<file path="src/rtl/fftdemo_pkg.sv">
// fftdemo_pkg
// Shared constants and types for the spectrogram demo datapath.
//   COEF_R/G/B, ROUND : fixed-point luma weights (x256) and rounding offset
//   PIX_MAX           : largest pixel index produced by the inverse grey map
//   pix_t             : 8-bit pixel index / luma value
//   rgb_t             : 24-bit packed RGB pixel {r, g, b}
//   inv_map()         : luma -> pixel index, the inverse of the grey colour table
package fftdemo_pkg;

    localparam logic [15:0] COEF_R  = 16'd77;
    localparam logic [15:0] COEF_G  = 16'd150;
    localparam logic [15:0] COEF_B  = 16'd29;
    localparam logic [15:0] ROUND   = 16'd128;

    typedef logic [7:0] pix_t;

    localparam pix_t PIX_MAX = 8'd254;

    typedef struct packed {
        logic [7:0] r;
        logic [7:0] g;
        logic [7:0] b;
    } rgb_t;

    // The forward grey map sends index p to grey level p-1. Index 0 and the
    // top of the range cannot round-trip, so they saturate at the ends.
    function automatic pix_t inv_map(input pix_t y);
        if (y == 8'd0) begin
            return 8'd0;
        end else if (y >= PIX_MAX) begin
            return PIX_MAX;
        end else begin
            return y + 8'd1;
        end
    endfunction

endpackage

</file>
<file path="src/rtl/rgb2pix_luma_mac.sv">
// luma_mac
// Two-stage pipelined luma computation with valid/ready on both sides.
//   clk, rst            : clock, asynchronous active-high reset
//   in_valid/in_ready   : upstream handshake
//   in_data             : RGB pixel
//   in_last, in_user    : sideband flags, carried unmodified with the pixel
//   out_valid/out_ready : downstream handshake
//   out_luma            : rounded luma Y = (77R + 150G + 29B + 128) >> 8
//   out_last, out_user  : sideband flags delayed with their pixel
module luma_mac
    import fftdemo_pkg::*;
(
    input  logic clk,
    input  logic rst,
    input  logic in_valid,
    output logic in_ready,
    input  rgb_t in_data,
    input  logic in_last,
    input  logic in_user,
    output logic out_valid,
    input  logic out_ready,
    output pix_t out_luma,
    output logic out_last,
    output logic out_user
);

    logic        v1;
    logic        v2;
    logic [15:0] prod_r;
    logic [15:0] prod_g;
    logic [15:0] prod_b;
    logic        last1;
    logic        user1;
    pix_t        luma2;
    logic        last2;
    logic        user2;
    logic        load1;
    logic        load2;

    // A stage may load when it is empty or its content moves on this cycle;
    // this lets bubbles collapse while the output is stalled.
    assign load2    = !v2 || out_ready;
    assign load1    = !v1 || load2;
    assign in_ready = load1;

    // S1: three 8x8 products, each fits in 16 bits.
    always_ff @(posedge clk or posedge rst) begin
        if (rst) begin
            v1     <= 1'b0;
            prod_r <= '0;
            prod_g <= '0;
            prod_b <= '0;
            last1  <= 1'b0;
            user1  <= 1'b0;
        end else if (load1) begin
            v1 <= in_valid;
            if (in_valid) begin
                prod_r <= 16'(in_data.r) * COEF_R;
                prod_g <= 16'(in_data.g) * COEF_G;
                prod_b <= 16'(in_data.b) * COEF_B;
                last1  <= in_last;
                user1  <= in_user;
            end
        end
    end

    // S2: the weights sum to 256, so the rounded sum tops out at 65408 and
    // the 16-bit add cannot overflow; only the integer part is kept.
    always_ff @(posedge clk or posedge rst) begin
        if (rst) begin
            v2    <= 1'b0;
            luma2 <= '0;
            last2 <= 1'b0;
            user2 <= 1'b0;
        end else if (load2) begin
            v2 <= v1;
            if (v1) begin
                luma2 <= 8'((prod_r + prod_g + prod_b + ROUND) >> 8);
                last2 <= last1;
                user2 <= user1;
            end
        end
    end

    assign out_valid = v2;
    assign out_luma  = luma2;
    assign out_last  = last2;
    assign out_user  = user2;

endmodule

</file>
<file path="src/rtl/rgb2pix.sv">
// rgb2pix
// Converts a stream of RGB pixels back to grey-map pixel indices and checks
// the length of every line in the stream.
//   LINE_WORDS          : expected beats per line (1..4095)
//   i_clk, i_reset      : clock, asynchronous active-high reset
//   s_valid/s_ready     : input handshake
//   s_data              : RGB pixel {R, G, B}
//   s_last, s_user      : last beat of line, first beat of frame
//   m_valid/m_ready     : output handshake
//   m_data              : pixel index
//   m_last, m_user      : sideband flags delayed with their pixel
//   i_clr_err           : clears the sticky line error
//   o_line_err          : sticky line-length error
module rgb2pix
    import fftdemo_pkg::*;
#(
    parameter int unsigned LINE_WORDS = 640
) (
    input  logic        i_clk,
    input  logic        i_reset,
    input  logic        s_valid,
    output logic        s_ready,
    input  logic [23:0] s_data,
    input  logic        s_last,
    input  logic        s_user,
    output logic        m_valid,
    input  logic        m_ready,
    output logic [7:0]  m_data,
    output logic        m_last,
    output logic        m_user,
    input  logic        i_clr_err,
    output logic        o_line_err
);

    localparam logic [11:0] LINE_END = 12'(LINE_WORDS);

    logic        luma_valid;
    logic        luma_ready;
    pix_t        luma;
    logic        luma_last;
    logic        luma_user;
    logic        v3;
    logic        load3;
    logic        accept;
    logic [11:0] cnt;
    logic [11:0] cnt_base;
    logic [11:0] cnt_next;
    logic        line_full;
    logic        err_set;

    luma_mac u_luma_mac (
        .clk       (i_clk),
        .rst       (i_reset),
        .in_valid  (s_valid),
        .in_ready  (s_ready),
        .in_data   (rgb_t'(s_data)),
        .in_last   (s_last),
        .in_user   (s_user),
        .out_valid (luma_valid),
        .out_ready (luma_ready),
        .out_luma  (luma),
        .out_last  (luma_last),
        .out_user  (luma_user)
    );

    assign load3      = !v3 || m_ready;
    assign luma_ready = load3;

    // S3 is the output register; it only changes on a load, which keeps the
    // output payload stable while downstream is stalled.
    always_ff @(posedge i_clk or posedge i_reset) begin
        if (i_reset) begin
            v3     <= 1'b0;
            m_data <= '0;
            m_last <= 1'b0;
            m_user <= 1'b0;
        end else if (load3) begin
            v3 <= luma_valid;
            if (luma_valid) begin
                m_data <= inv_map(luma);
                m_last <= luma_last;
                m_user <= luma_user;
            end
        end
    end

    assign m_valid = v3;
    assign accept  = s_valid && s_ready;

    // A frame start forces its beat to be beat 0 regardless of where the
    // counter was, so the line length is judged on cnt_next.
    always_comb begin
        cnt_base  = s_user ? 12'd0 : cnt;
        cnt_next  = cnt_base + 12'd1;
        line_full = (cnt_next == LINE_END);
        err_set   = accept && (s_last ? !line_full : line_full);
    end

    // Line counter restarts after a last beat or after a full-length line
    // that failed to end, so the checker resynchronises on its own.
    always_ff @(posedge i_clk or posedge i_reset) begin
        if (i_reset) begin
            cnt <= '0;
        end else if (accept) begin
            if (s_last || line_full) begin
                cnt <= '0;
            end else begin
                cnt <= cnt_next;
            end
        end
    end

    // Setting takes priority so an error coinciding with a clear is not lost.
    always_ff @(posedge i_clk or posedge i_reset) begin
        if (i_reset) begin
            o_line_err <= 1'b0;
        end else if (err_set) begin
            o_line_err <= 1'b1;
        end else if (i_clr_err) begin
            o_line_err <= 1'b0;
        end
    end

endmodule

</file>
<file path="config.mk">
export PLATFORM = sky130hd
export DESIGN_NAME = rgb2pix
export DESIGN_NICKNAME = d
export VERILOG_FILES = /design/src/rtl/fftdemo_pkg.sv /design/src/rtl/rgb2pix_luma_mac.sv /design/src/rtl/rgb2pix.sv
export SDC_FILE = /design/constraint.sdc
export NUM_CORES = 1
export LEC_CHECK = 0
export ABC_AREA = 1
export CAP_MARGIN = 20
export CORE_MARGIN = 2
export CORE_UTILIZATION = 53
export DETAILED_ROUTE_END_ITERATION = 12
export DONT_BUFFER_PORTS = 1
export GPL_TIMING_DRIVEN = 0
export PLACE_DENSITY = 0.71
export SLEW_MARGIN = 20
export SYNTH_ARGS = -nofsm -noshare
export SYNTH_HDL_FRONTEND = slang
export SYNTH_SLANG_ARGS = --single-unit
</file>
<file path="constraint.sdc">
create_clock -name i_clk -period 2.5 [get_ports i_clk]
set_input_delay 0.375 -clock i_clk [delete_from_list [all_inputs] [get_ports i_clk]]
set_output_delay 0.375 -clock i_clk [all_outputs]
set_load 0.05 [all_outputs]
</file>
======== After elaboration in Yosys (flattened, before gate mapping) ========
Index checks and enable logic that the tools add are counted.
storage, ports and cells
  output and inout bits ................... 13
  word-level logic and storage cells ...... 48
  flip-flop bits (word level) ............. 81
  input port bits ......................... 31
cells by class
  $add $sub $neg .......................... 5
  reductions and logical operators ........ 15
  mux-type cells .......................... 7
  multipliers ............................. 3
  equal/unequal tests ..................... 1
  order comparisons ....................... 1
operator list
  operator                 count
  $mul A8 B7 Y15 const B   2
  $mux W12                 2
  $add A15 B16 Y16         1
  $add A16 B13 Y16         1
  $add A16 B8 Y16 const B  1
  $mux W8                  2
  $mul A8 B5 Y13 const B   1
  $add A12 B1 Y12 const B  1
  $eq A12 B10 Y1 const B   1
  $add A8 B1 Y8 const B    1
  $ge A8 B8 Y1 const B     1
  $logic_not A8 Y1         1
  $reduce_and A2 Y1        3
  $logic_not A1 Y1         4
  $logic_or A1 B1 Y1       4
  $mux W1                  3
  $logic_and A1 B1 Y1      2
  $reduce_bool A2 Y1       1

======== Longest topological paths before layout ========
Gate-level depths: netlist (run 1).
  word-level depth ........................ 7
  mapped depth ............................ 16
  gate-level depth less buffers ........... 16

======== By module ========
From an unflattened synthesis (run 1), not the netlist that was laid out.
second synthesis, totals
  cell total of the unflattened synthesis .. 1021
  area total of the unflattened synthesis .. 7927.6 µm²
by module, submodules not included
  module    cells an instance  area each (µm²)  sequential area each (µm²)  instances
  luma_mac  826                6442.4           1426.4                      1
  rgb2pix   195                1485.2           600.6                       1

======== Worst setup path before layout (run 1) ========
Ideal clock, no wire load.
  kind .................................... in2reg
  from .................................... input port s_data[20]
  to ...................................... register u_luma_mac.prod_r[13]
  library setup time ...................... 0.117 ns
  setup slack ............................. -0.624 ns
  cell stages on the path ................. 14
  arrival ................................. 3.007 ns
  required time ........................... 2.383 ns
  path buffers ............................ 0
  cell sequence ........................... ha_1 -> ha_1 -> inv_1 -> fa_1 -> fa_1 -> inv_1 -> ha_1 -> nand2_1 -> inv_1 -> a21oi_2 -> o21ai_0 -> or2_1 -> nand3_1 -> nand2_1
between the ends
  longest elaborated chain between the ends .. 1
RTL lines
  element                 line                    text
  start: declaration      rgb2pix.sv:23           input logic [23:0] s_data,
  $mul A8 B7 Y15          rgb2pix_luma_mac.sv:58  prod_r <= 16'(in_data.r) * COEF_R;
  end signal: assignment  rgb2pix_luma_mac.sv:58
  end: declaration        rgb2pix_luma_mac.sv:29  logic [15:0] prod_r;
Every way passes these cells.
A chain may end at the register's enable or synchronous reset.

======== Final worst setup path (run 1) ========
  from .................................... input port s_data[2]
  to ...................................... register u_luma_mac.prod_b[11]
between the ends
  longest elaborated chain between the ends .. 1
RTL lines
  element                 line                    text
  $mul A8 B5 Y13          rgb2pix_luma_mac.sv:60  prod_b <= 16'(in_data.b) * COEF_B;
  end signal: assignment  rgb2pix_luma_mac.sv:60
  end: declaration        rgb2pix_luma_mac.sv:31  logic [15:0] prod_b;
Every way passes these cells.

==> metrics.md, run 1 <==
| Metric | Value |
|---|---|
| Worst-skew pair later-pin latency | `roughly 0.34 ns` |
| DRT Wirelength | `19070 um` |
| R2R Setup Slk | `~0.020 ns` |
| Cts bufs inserted | `9` |
| Detailed Routing Iterations Pass 1 | `5` |
| Syn avg cell area | `approximately 8 um^2` |
| Share of cells above drive strength 1 | `0.2269` |
| Post-DP HPWL | `between 10000 and 15000 um` |
| Max-Slew Margin vs Limit | `0.5404` |
| Filler cells | `about 1100` |
| Setup ws final | `-0.2232 ns` |
| Placer Congestion | `approximately 0.85` |
| Flops & latches, synth | `just over 80` |
| Sw frac | `0.4920` |
| Critical path peak fanout | `4` |
| Worst Tran Pin Value | `0.6895 ns` |
| Yosys cell types | `40` |
| EDFF count, synth | `0` |
| Part of the power in registers | `0.178` |
| Layout Utilization | `0.6569` |
| Commonest non-fill, non-tap cells in the layout | `nand2_1 (184), inv_1 (156), ha_1 (84)` |
| First-pass GRT wire length | `a little under 30000 um` |
| Net Sw Power | `about 6.4 mW` |
| Top cells by area, synth | `dfrtp_1 (26%), ha_1 (21%), nand2_1 (9.9%), fa_1 (9.9%), inv_1 (8.7%)` |
| Primary FF master, synth | `dfrtp_1` |
| Yosys warns | `0` |
| Worst-path clk slew | `0.06 ns` |
| Critical Path Sink Type | `register` |
| Violations in the final reports | `setup timing` |
| Clock sinks | `between 80 and 90` |
| Crit Reg-Reg Endpoint | `u_luma_mac.out_luma[2]` |
| # DRC | `0` |
| Core area | `between 10000 and 15000 um^2` |
| PD cells | `~1400 nW/um^2` |
| Total power | `approximately 13 mW` |
| CP Launch Type | `primary input` |
| Gate count of the mapped netlist | `between 900 and 1000` |
| Max cap viols | `0` |
| Yosys top cell area share | `0.2626` |
| Largest net degree at the start of global routing | `60` |
| Final Slew Violations | `0` |
| Synthesized cell area | `approximately 7700 um^2` |
| CTS tree | `done` |
| Die area | `around 16000 um^2` |
| Int Pwr | `roughly 6.6 mW` |
| F_max | `0.3672 GHz` |
| PortBufs | `0` |
| Via density | `5.437` |
| ANT cells | `0` |
| Initial antenna violation count | `0` |
| Die X | `124.7 um` |
| Row cnt | `44` |
| Cells on Worst Hold Path | `1` |
| Worst EP arrival | `just under 3 ns` |
| P_leak | `~4.7 nW` |
| Status | `finished, violations left` |
| Fin nets | `1200` |
| Unrepaired setup endpoints after global routing | `true` |
| Worst r2r src | `u_luma_mac.prod_g[3]` |
| Initial core utilization | `0.5372` |
| Hold WC Path Type | `in -> reg` |
| Post-route ant nets | `0` |
| Req. time, crit path | `approximately 2.7 ns` |
| Min-Delay Endpoint | `o_line_err` |
| Initial detailed-routing violation count | `400` |
| Most common cell after layout, fill and taps aside | `nand2_1` |
| Area of all placed cells without fillers | `between 9000 and 10000 um^2` |
| Syn Nets | `between 1000 and 1500` |
| Final setup TNS | `-1.684 ns` |
| Wirelength per Cell | `between 15 and 20 um` |
| R2R cell count | `11` |
| Critical Path Start | `s_data[2]` |
| Die Ht | `between 100 and 150 um` |
| Post-route minimum period | `between 2 and 3 ns` |
| Vias in the first global route | `about 6100` |
| Maximum clock path buffer count | `2` |
| Fraction of registers with async set/reset | `1.000` |
| Final setup fails | `19` |
| Min-delay src | `i_clr_err` |
| Detailed-route via count | `6464` |
| Period utilization | `1.089` |
| Total global-route track usage | `0.2299` |
| Logic pwr share | `0.726` |
| Clk_skew | `approximately 0.009 ns` |
| Post-DP Area | `approximately 8300 um^2` |
| Peak supply drop | `just over 1 mV` |
| Final hold vios | `0` |
| Post-synthesis sequential area ratio | `0.2626` |
| Yosys top cell by area | `dfrtp_1` |
| Area growth syn-to-layout | `22.29%` |
| I/O Pins | `44` |
| Kind of critical path | `in -> reg` |
| GRT overflow | `0` |
| CTS H-tree lvls | `3` |
| CTS Root Cell | `clkbuf_16` |
| Clock power share | `0.097` |
[metrics by stage]
stage	hold WS, ns	setup slack, ns	instances
2_1_floorplan	0.4487	-0.3628	967
3_3_place_gp	0.4639	-0.8010	1151
3_5_place_dp	0.2306	-0.6340	1152
4_1_cts	0.1430	-0.1655	1182
5_1_grt	0.1344	-0.3110	1189
6_report	0.1408	-0.2232	1189
[final cells by class]
class	count	area (um^2)	area share
tap	184	230.2	0.02439
multi-input combinational	690	5911	0.6262
inverter	182	693.2	0.07344
clock buffer	12	256.5	0.02717
clock inverter	4	27.53	0.002916
timing repair buffer	22	198.9	0.02108
buffer	14	95.09	0.01007
sequential	81	2027	0.2147
[cell families (layout without fill, tap and decap cells)]
| group | Yosys count | after routing | share of synthesized area |
|---|---|---|---|
| xor+xnor | 17 | 17 | 0.01929 |
| fa+ha+maj | 169 | 169 | 0.3109 |
| flops | 81 | 81 | 0.2626 |
| simple gates | 363 | 363 | 0.2055 |
| mux | 1 | 1 | 0.001459 |
| compound gates | 140 | 140 | 0.09937 |
| buf+inv | 196 | 234 | 0.1008 |
[synthesized netlist by cell type, types with 3 or more instances]
cell type and number:
inv_1 179, o21ai_0 61, or2_2 5, nand2_1 203
xor2_1 9, dfrtp_1 81, a21o_1 4, xnor2_1 8
o21bai_1 5, nand4_1 14, nor2_2 4, a21oi_1 39
ha_1 131, nand3_2 3, clkbuf_1 4, buf_6 4
a31oi_1 6, o22ai_1 7, o21ai_1 9, fa_1 38
nand3_1 62, nand2_2 10, a21oi_2 3, nor2_1 48
nor3_1 5, buf_2 4
[routing by layer]
metal  share of wire  GRT usage  vias to the layer above  routed length (um)
met5               0          0                        -                   0
met3           0.043    0.02878                       22                 829
li1                -          -                     3191                   -
met2            0.50     0.3989                      179                9625
met1            0.44     0.3074                     3072                8364
met4           0.013    0.05288                        0                 252
[power by group through the flow]
stage | Combinational, mW | Sequential [mW] | Clock, mW
after floorplan | 5.07 | 2.23 | 0
after global placement | 6.25 | 2.29 | 0
after detailed placement | 6.34 | 2.31 | 0
after CTS | 7.22 | 2.29 | 1.26
after global routing | 10.1 | 2.34 | 1.33
final | 9.37 | 2.29 | 1.25
[sequential cells by signal, summed over array words and instances (netlist names)]
| signal | count |
|---|---|
| u_luma_mac.prod_g | 15 |
| u_luma_mac.prod_r | 15 |
| u_luma_mac.prod_b | 13 |
| cnt | 12 |
| m_data | 8 |
| u_luma_mac.out_luma | 8 |
| m_last | 1 |
| m_user | 1 |
| m_valid | 1 |
| o_line_err | 1 |
| u_luma_mac.last1 | 1 |
| u_luma_mac.out_last | 1 |
| u_luma_mac.out_user | 1 |
| u_luma_mac.out_valid | 1 |
| u_luma_mac.user1 | 1 |
| u_luma_mac.v1 | 1 |
[worst max-delay path, cell delays in order]
cell        delay, ns
clkinvlp_4       0.07
fa_1             0.55
inv_2            0.05
ha_4             0.25
inv_2            0.03
fa_1             0.51
inv_2            0.05
ha_4             0.24
a21oi_4          0.16
nand2_2          0.10
nand4_1          0.10
nand3_2          0.10
xnor2_2          0.23
o21ai_1          0.12
[how the worst max path moves through the flow]
stage / endpoint / slack, ns / cells after the start
5_1_grt: u_luma_mac.prod_b[11] / -0.31 / 14
2_1_floorplan: u_luma_mac.prod_r[13] / -0.36 / 14
3_3_place_gp: u_luma_mac.prod_r[5] / -0.80 / 1
3_5_place_dp: u_luma_mac.prod_b[11] / -0.63 / 14
4_1_cts: u_luma_mac.prod_b[11] / -0.17 / 14
6_report: u_luma_mac.prod_b[11] / -0.22 / 14
[what timing repair did]
item	in CTS	in global routing
endpoints found under the hold margin	22	0
gates cloned	0	0
resized for setup	41	85
hold buffers	1	0
buffers inserted	13	8
pin swaps	28	46
endpoints found under the setup margin	21	41
(Power assumes the default switching activity.)
==> run 2, diff against run 1 <==
Settings changed: CORE_UTILIZATION 53 to 59, PLACE_DENSITY 0.71 to 0.78.
==> run 2 against run 1 <==
Against the previous run: the flow still finishes with violations (setup timing); clock power rose by 4%; sequential power barely moved; power fell by 3.1%; clock skew fell by 0.0056 ns; hold slack improved by 0.00077 ns; count of clock-buffer cells in the layout fell by 1; register-to-register slack got worse by 0.12 ns; first-iteration DRC count rose by 11%.
==> metrics.md, run 2 (synthesis gave the netlist of run 1 again) <==
| Metric | Value |
|---|---|
| DRT Wirelength | `about 19000 um` |
| Worst-path clk slew | `approximately 0.060 ns` |
| Final hold vios | `0` |
| Post-route minimum period | `2.642 ns` |
| PortBufs | `0` |
| F_max | `about 0.38 GHz` |
| P_leak | `approximately 4.6 nW` |
| Share of cells above drive strength 1 | `0.2100` |
| Violations in the final reports | `setup timing` |
| Clock sinks | `81` |
| Row cnt | `41` |
| Post-DP Area | `roughly 8300 um^2` |
| Max-Slew Margin vs Limit | `0.5635` |
| Max cap viols | `0` |
| Worst EP arrival | `2.91 ns` |
| Die X | `about 120 um` |
| Area of all placed cells without fillers | `just over 9000 um^2` |
| Critical path peak fanout | `4` |
| Fin nets | `approximately 1200` |
| Worst slack, placed | `-0.5620 ns` |
| Wirelength per Cell | `approximately 16 um` |
| I/O Pins | `between 40 and 50` |
| Critical Path Start | `s_data[20]` |
| First-pass GRT wire length | `30160 um` |
| Detailed-route via count | `~6500` |
| CP Launch Type | `primary input` |
| Die Ht | `about 120 um` |
| Total global-route track usage | `0.2627` |
| PD cells | `around 1400 nW/um^2` |
| Critical Path Sink Type | `register` |
| Initial core utilization | `0.6067` |
| Die area | `~14000 um^2` |
| Total power | `12.51 mW` |
| Placer Congestion | `between 0.8 and 0.9` |
| Unrepaired setup endpoints after global routing | `true` |
| GRT overflow | `0` |
| Initial detailed-routing violation count | `443` |
| Hold WC Path Type | `in -> reg` |
| ANT cells | `0` |
| Peak supply drop | `approximately 1.1 mV` |
| Worst r2r src | `u_luma_mac.prod_b[11]` |
| Final setup fails | `22` |
| Req. time, crit path | `around 2.8 ns` |
| Maximum clock path buffer count | `2` |
| Core area | `12720 um^2` |
| Period utilization | `1.057` |
| Worst-skew pair later-pin latency | `between 0.3 and 0.4 ns` |
| CTS Root Cell | `clkbuf_16` |
| Commonest non-fill, non-tap cells in the layout | `nand2_1 (181), inv_1 (156), ha_1 (94)` |
| Hold Worst Slack | `about 0.14 ns` |
| Setup ws final | `-0.1422 ns` |
| Most common cell after layout, fill and taps aside | `nand2_1` |
| Area growth syn-to-layout | `19.45%` |
| Via density | `around 5.6` |
| Final Slew Violations | `0` |
| Largest net degree at the start of global routing | `43` |
| Min-delay src | `s_data[16]` |
| Kind of critical path | `in -> reg` |
| Worst Tran Pin Value | `0.6548 ns` |
| Initial antenna violation count | `0` |
| Layout Utilization | `0.7247` |
| Detailed Routing Iterations Pass 1 | `7` |
| Post-route ant nets | `0` |
| Post-DP HPWL | `around 13000 um` |
| Clk_skew | `0.003179 ns` |
| CTS H-tree lvls | `3` |
| Cts bufs inserted | `9` |
| Biggest regs | `u_luma_mac.prod_g x15, u_luma_mac.prod_r x15, u_luma_mac.prod_b x13` |
| CTS tree | `done` |
| Status | `finished, violations left` |
| # DRC | `0` |
| Vias in the first global route | `about 6500` |
[run 2: cell count changes in the layout (fill, tap and decap cells not counted), sizes merged]
cell,previous run,this run
buf,31,26
clkbuf,16,15
clkinv,2,4
clkinvlp,5,3
bufinv,0,1
[run 2: cell type report]
cell class	count	area (um^2)
plain buffers	14	95.09
clock buffers	11	232.7
clock inverters	5	56.30
fillers	951	3502
inverters	182	693.2
multi-input cells	690	5758
flip-flops and latches	81	2027
well taps	172	215.2
repair buffers	17	142.6
[run 2: power breakdown]
part           switching [mW]  leakage (nW)  internal, mW
sequential              0.559          1.00          1.74
combinational            5.13          3.49          3.78
clock                   0.532         0.139         0.772
total                    6.22          4.64          6.29
[run 2: critical path, stage by stage]
cell and delay [ns]:
ha_4 0.22, ha_4 0.25, inv_2 0.03, fa_1 0.46, fa_1 0.52, inv_2 0.05
ha_4 0.23, nand2_2 0.07, inv_2 0.03, a21oi_2 0.15, buf_4 0.15, o21bai_4 0.05
or2_0 0.19, a21oi_1 0.12
[run 2: timing repair]
action                                  in CTS  in global routing
gates resized for setup                     37                 71
cloned                                       0                  0
hold buffers                                 1                  0
hold endpoints to repair                    41                  0
setup buffers                                5                 10
pin swaps                                   16                 22
endpoints found under the setup margin      21                 38
[run 2: metal layers]
metal  wire [um]  track usage
met1        7958       0.3451
met2        9360       0.4520
met3         801      0.03813
met4         457      0.07515
met5           0            0
[run 2: per-stage QoR]
step / setup TNS [ns] / cells
2_1_floorplan: -4.990 / 967
3_3_place_gp: -69.81 / 1139
3_5_place_dp: -8.941 / 1140
4_1_cts: -1.019 / 1162
5_1_grt: -4.255 / 1172
6_report: -1.592 / 1172
[run 2: worst paths after layout]
path | end | cells after the start | slack (ns)
worst min register to register | u_luma_mac.out_luma[7] | 2 | 0.48
max in group asynchronous | u_luma_mac.prod_r[0] | 3 | 1.34
worst min-delay path | u_luma_mac.prod_r[0] | 2 | 0.14
worst max register to register | u_luma_mac.out_luma[7] | 14 | -0.10
worst max-delay path | u_luma_mac.prod_r[11] | 14 | -0.14
min in group asynchronous | cnt[9] | 2 | 0.57
==> run 3, diff against run 2 <==
Settings changed: CORE_UTILIZATION 59 to 50, MAX_ROUTING_LAYER set to met4, PLACE_DENSITY 0.78 to 0.68.
==> run 3 against run 2 <==
Against the previous run: maximum frequency shrank 1.8%; highest routed layer unchanged; final cell count grew 1.7%; worst setup slack lost 0.048 ns; critical path depth is the same; sequential cell count is the same; global-route usage shrank 2.7 points; the flow still finishes with violations (setup timing); clock skew grew 0.0040 ns; hold slack lost 0.0099 ns.
==> metrics.md, run 3 (synthesis gave the netlist of run 1 again) <==
| Metric | Value |
|---|---|
| Met1 usage | `0.3024` |
| ANT cells | `0` |
| Commonest non-fill, non-tap cells in the layout | `nand2_1 (181), inv_1 (154), ha_1 (85)` |
| Final Slew Violations | `0` |
| Period utilization | `1.076` |
| Area growth syn-to-layout | `23.15%` |
| Cts bufs inserted | `9` |
| Maximum clock path buffer count | `2` |
| Post-DP HPWL | `13810 um` |
| Unrepaired setup endpoints after global routing | `true` |
| Worst Tran Pin Value | `0.7450 ns` |
| Setup ws final | `-0.1901 ns` |
| PortBufs | `0` |
| Post-route ant nets | `0` |
| Cells on Worst Hold Path | `1` |
| Critical Path Sink Type | `register` |
| Via density | `approximately 5.3` |
| Core area | `about 15000 um^2` |
| Peak supply drop | `between 0.9 and 1 mV` |
| CTS tree | `done` |
| GRT overflow | `0` |
| Detailed Routing Iterations Pass 1 | `5` |
| Worst-skew pair later-pin latency | `approximately 0.35 ns` |
| P_leak | `approximately 4.7 nW` |
| Global-route track usage on met2 | `0.3880` |
| Critical Path Start | `s_data[3]` |
| Critical path peak fanout | `4` |
| Row cnt | `45` |
| Kind of critical path | `in -> reg` |
| Final setup fails | `18` |
| Worst EP arrival | `a little under 3 ns` |
| Die Ht | `between 100 and 150 um` |
| Req. time, crit path | `approximately 2.7 ns` |
| CTS H-tree lvls | `3` |
| Initial antenna violation count | `0` |
| Area of all placed cells without fillers | `9505 um^2` |
| Placer Congestion | `approximately 0.9` |
| CP Launch Type | `primary input` |
| Top Usage Layer GRT | `met2` |
| Max-Slew Margin vs Limit | `0.5033` |
| Min-delay src | `i_clr_err` |
| Final hold vios | `0` |
| Post-route minimum period | `2.690 ns` |
| Vias in the first global route | `approximately 6300` |
| F_max | `0.3717 GHz` |
| Worst r2r src | `u_luma_mac.prod_b[6]` |
| Die X | `128.2 um` |
| Max cap viols | `0` |
| Violations in the final reports | `setup timing` |
| Largest net degree at the start of global routing | `44` |
| I/O Pins | `44` |
| Worst slack, placed | `-0.6375 ns` |
| Final setup TNS | `-1.779 ns` |
| First-pass GRT wire length | `29800 um` |
| Initial core utilization | `0.5096` |
| Clk_skew | `between 0.007 and 0.008 ns` |
| Clock sinks | `roughly 80` |
| Total global-route track usage | `0.2357` |
| GR Util met3 | `0.03673` |
| # DRC | `0` |
| Initial detailed-routing violation count | `360` |
| Most common cell after layout, fill and taps aside | `nand2_1` |
| R2R Setup Slk | `around 0.030 ns` |
| Wirelength per Cell | `around 16 um` |
| Status | `finished, violations left` |
| Fin nets | `roughly 1200` |
| Hold WC Path Type | `in -> reg` |
| Share of cells above drive strength 1 | `0.2400` |
| Detailed-route via count | `roughly 6400` |
| R2R cell count | `9` |
| Biggest regs | `u_luma_mac.prod_g x15, u_luma_mac.prod_r x15, u_luma_mac.prod_b x13` |
| PD cells | `roughly 1400 nW/um^2` |
| DRT Wirelength | `18720 um` |
| Post-DP Area | `8337 um^2` |
| CTS Root Cell | `clkbuf_16` |
| Worst-path clk slew | `around 0.060 ns` |
| Filler cells | `between 1000 and 1500` |
| Die area | `16450 um^2` |
-- run 3: cell count changes in the layout (fill, tap and decap cells not counted), sizes merged --
cell and delta:
buf +4, bufinv +1, clkinvlp +1, clkinv -2
-- run 3: repair_timing --
action	in CTS	in global routing
hold endpoints to repair	42	0
hold buffers	1	0
setup buffers	12	7
resized for setup	45	102
pin swaps	16	49
endpoints found under the setup margin	22	40
-- run 3: area by class of cell --
class	count	area [um^2]	share of cell area
tap	188	235.2	0.02475
timing repair buffer	21	195.2	0.02053
multi-input combinational	690	5944	0.6254
inverter	182	695.7	0.07319
clock buffer	11	232.7	0.02448
sequential	81	2027	0.2132
clock inverter	5	80.08	0.008424
buffer	14	95.09	0.01000
-- run 3: stage by stage --
stage | hold WS (ns) | utilization | std cells | power (mW)
2_1_floorplan | 0.4487 | - | 967 | 7.300
3_3_place_gp | 0.4637 | 0.5489 | 1155 | 8.569
3_5_place_dp | 0.3403 | 0.5504 | 1156 | 8.677
4_1_cts | 0.1236 | 0.5939 | 1185 | 10.96
5_1_grt | 0.1266 | 0.6276 | 1192 | 14.59
6_report | 0.1317 | 0.6276 | 1192 | 13.49
-- run 3: worst max-delay path: stages --
cell	delay (ns)
clkinvlp_4	0.11
fa_1	0.57
inv_1	0.04
ha_1	0.26
inv_1	0.04
fa_1	0.49
inv_2	0.04
ha_4	0.24
a21oi_4	0.14
nand2_2	0.09
nand4_1	0.09
nand3_2	0.09
xnor2_2	0.23
o21ai_1	0.09
-- run 3: worst paths after layout --
| check | endpoint |
|---|---|
| max | u_luma_mac.prod_b[11] |
| min | o_line_err |
| max reg2reg | u_luma_mac.out_luma[0] |
| min reg2reg | u_luma_mac.out_last |
| max in group asynchronous | u_luma_mac.prod_r[4] |
| min in group asynchronous | m_data[4] |
-- run 3: per-layer routing --
metal,wire (um),up-vias,share of wire
li1,-,3200,-
met1,8448,3025,0.45
met2,9168,122,0.49
met3,703,27,0.038
met4,398,0,0.021
met5,0,-,0
-- run 3: power by group --
part	total (mW)	switching (mW)	leakage (nW)	internal (mW)
Clock	1.40	0.530	0.146	0.873
Sequential	2.30	0.558	1.00	1.74
Combinational	9.79	5.50	3.56	4.29
Total	13.5	6.59	4.71	6.90
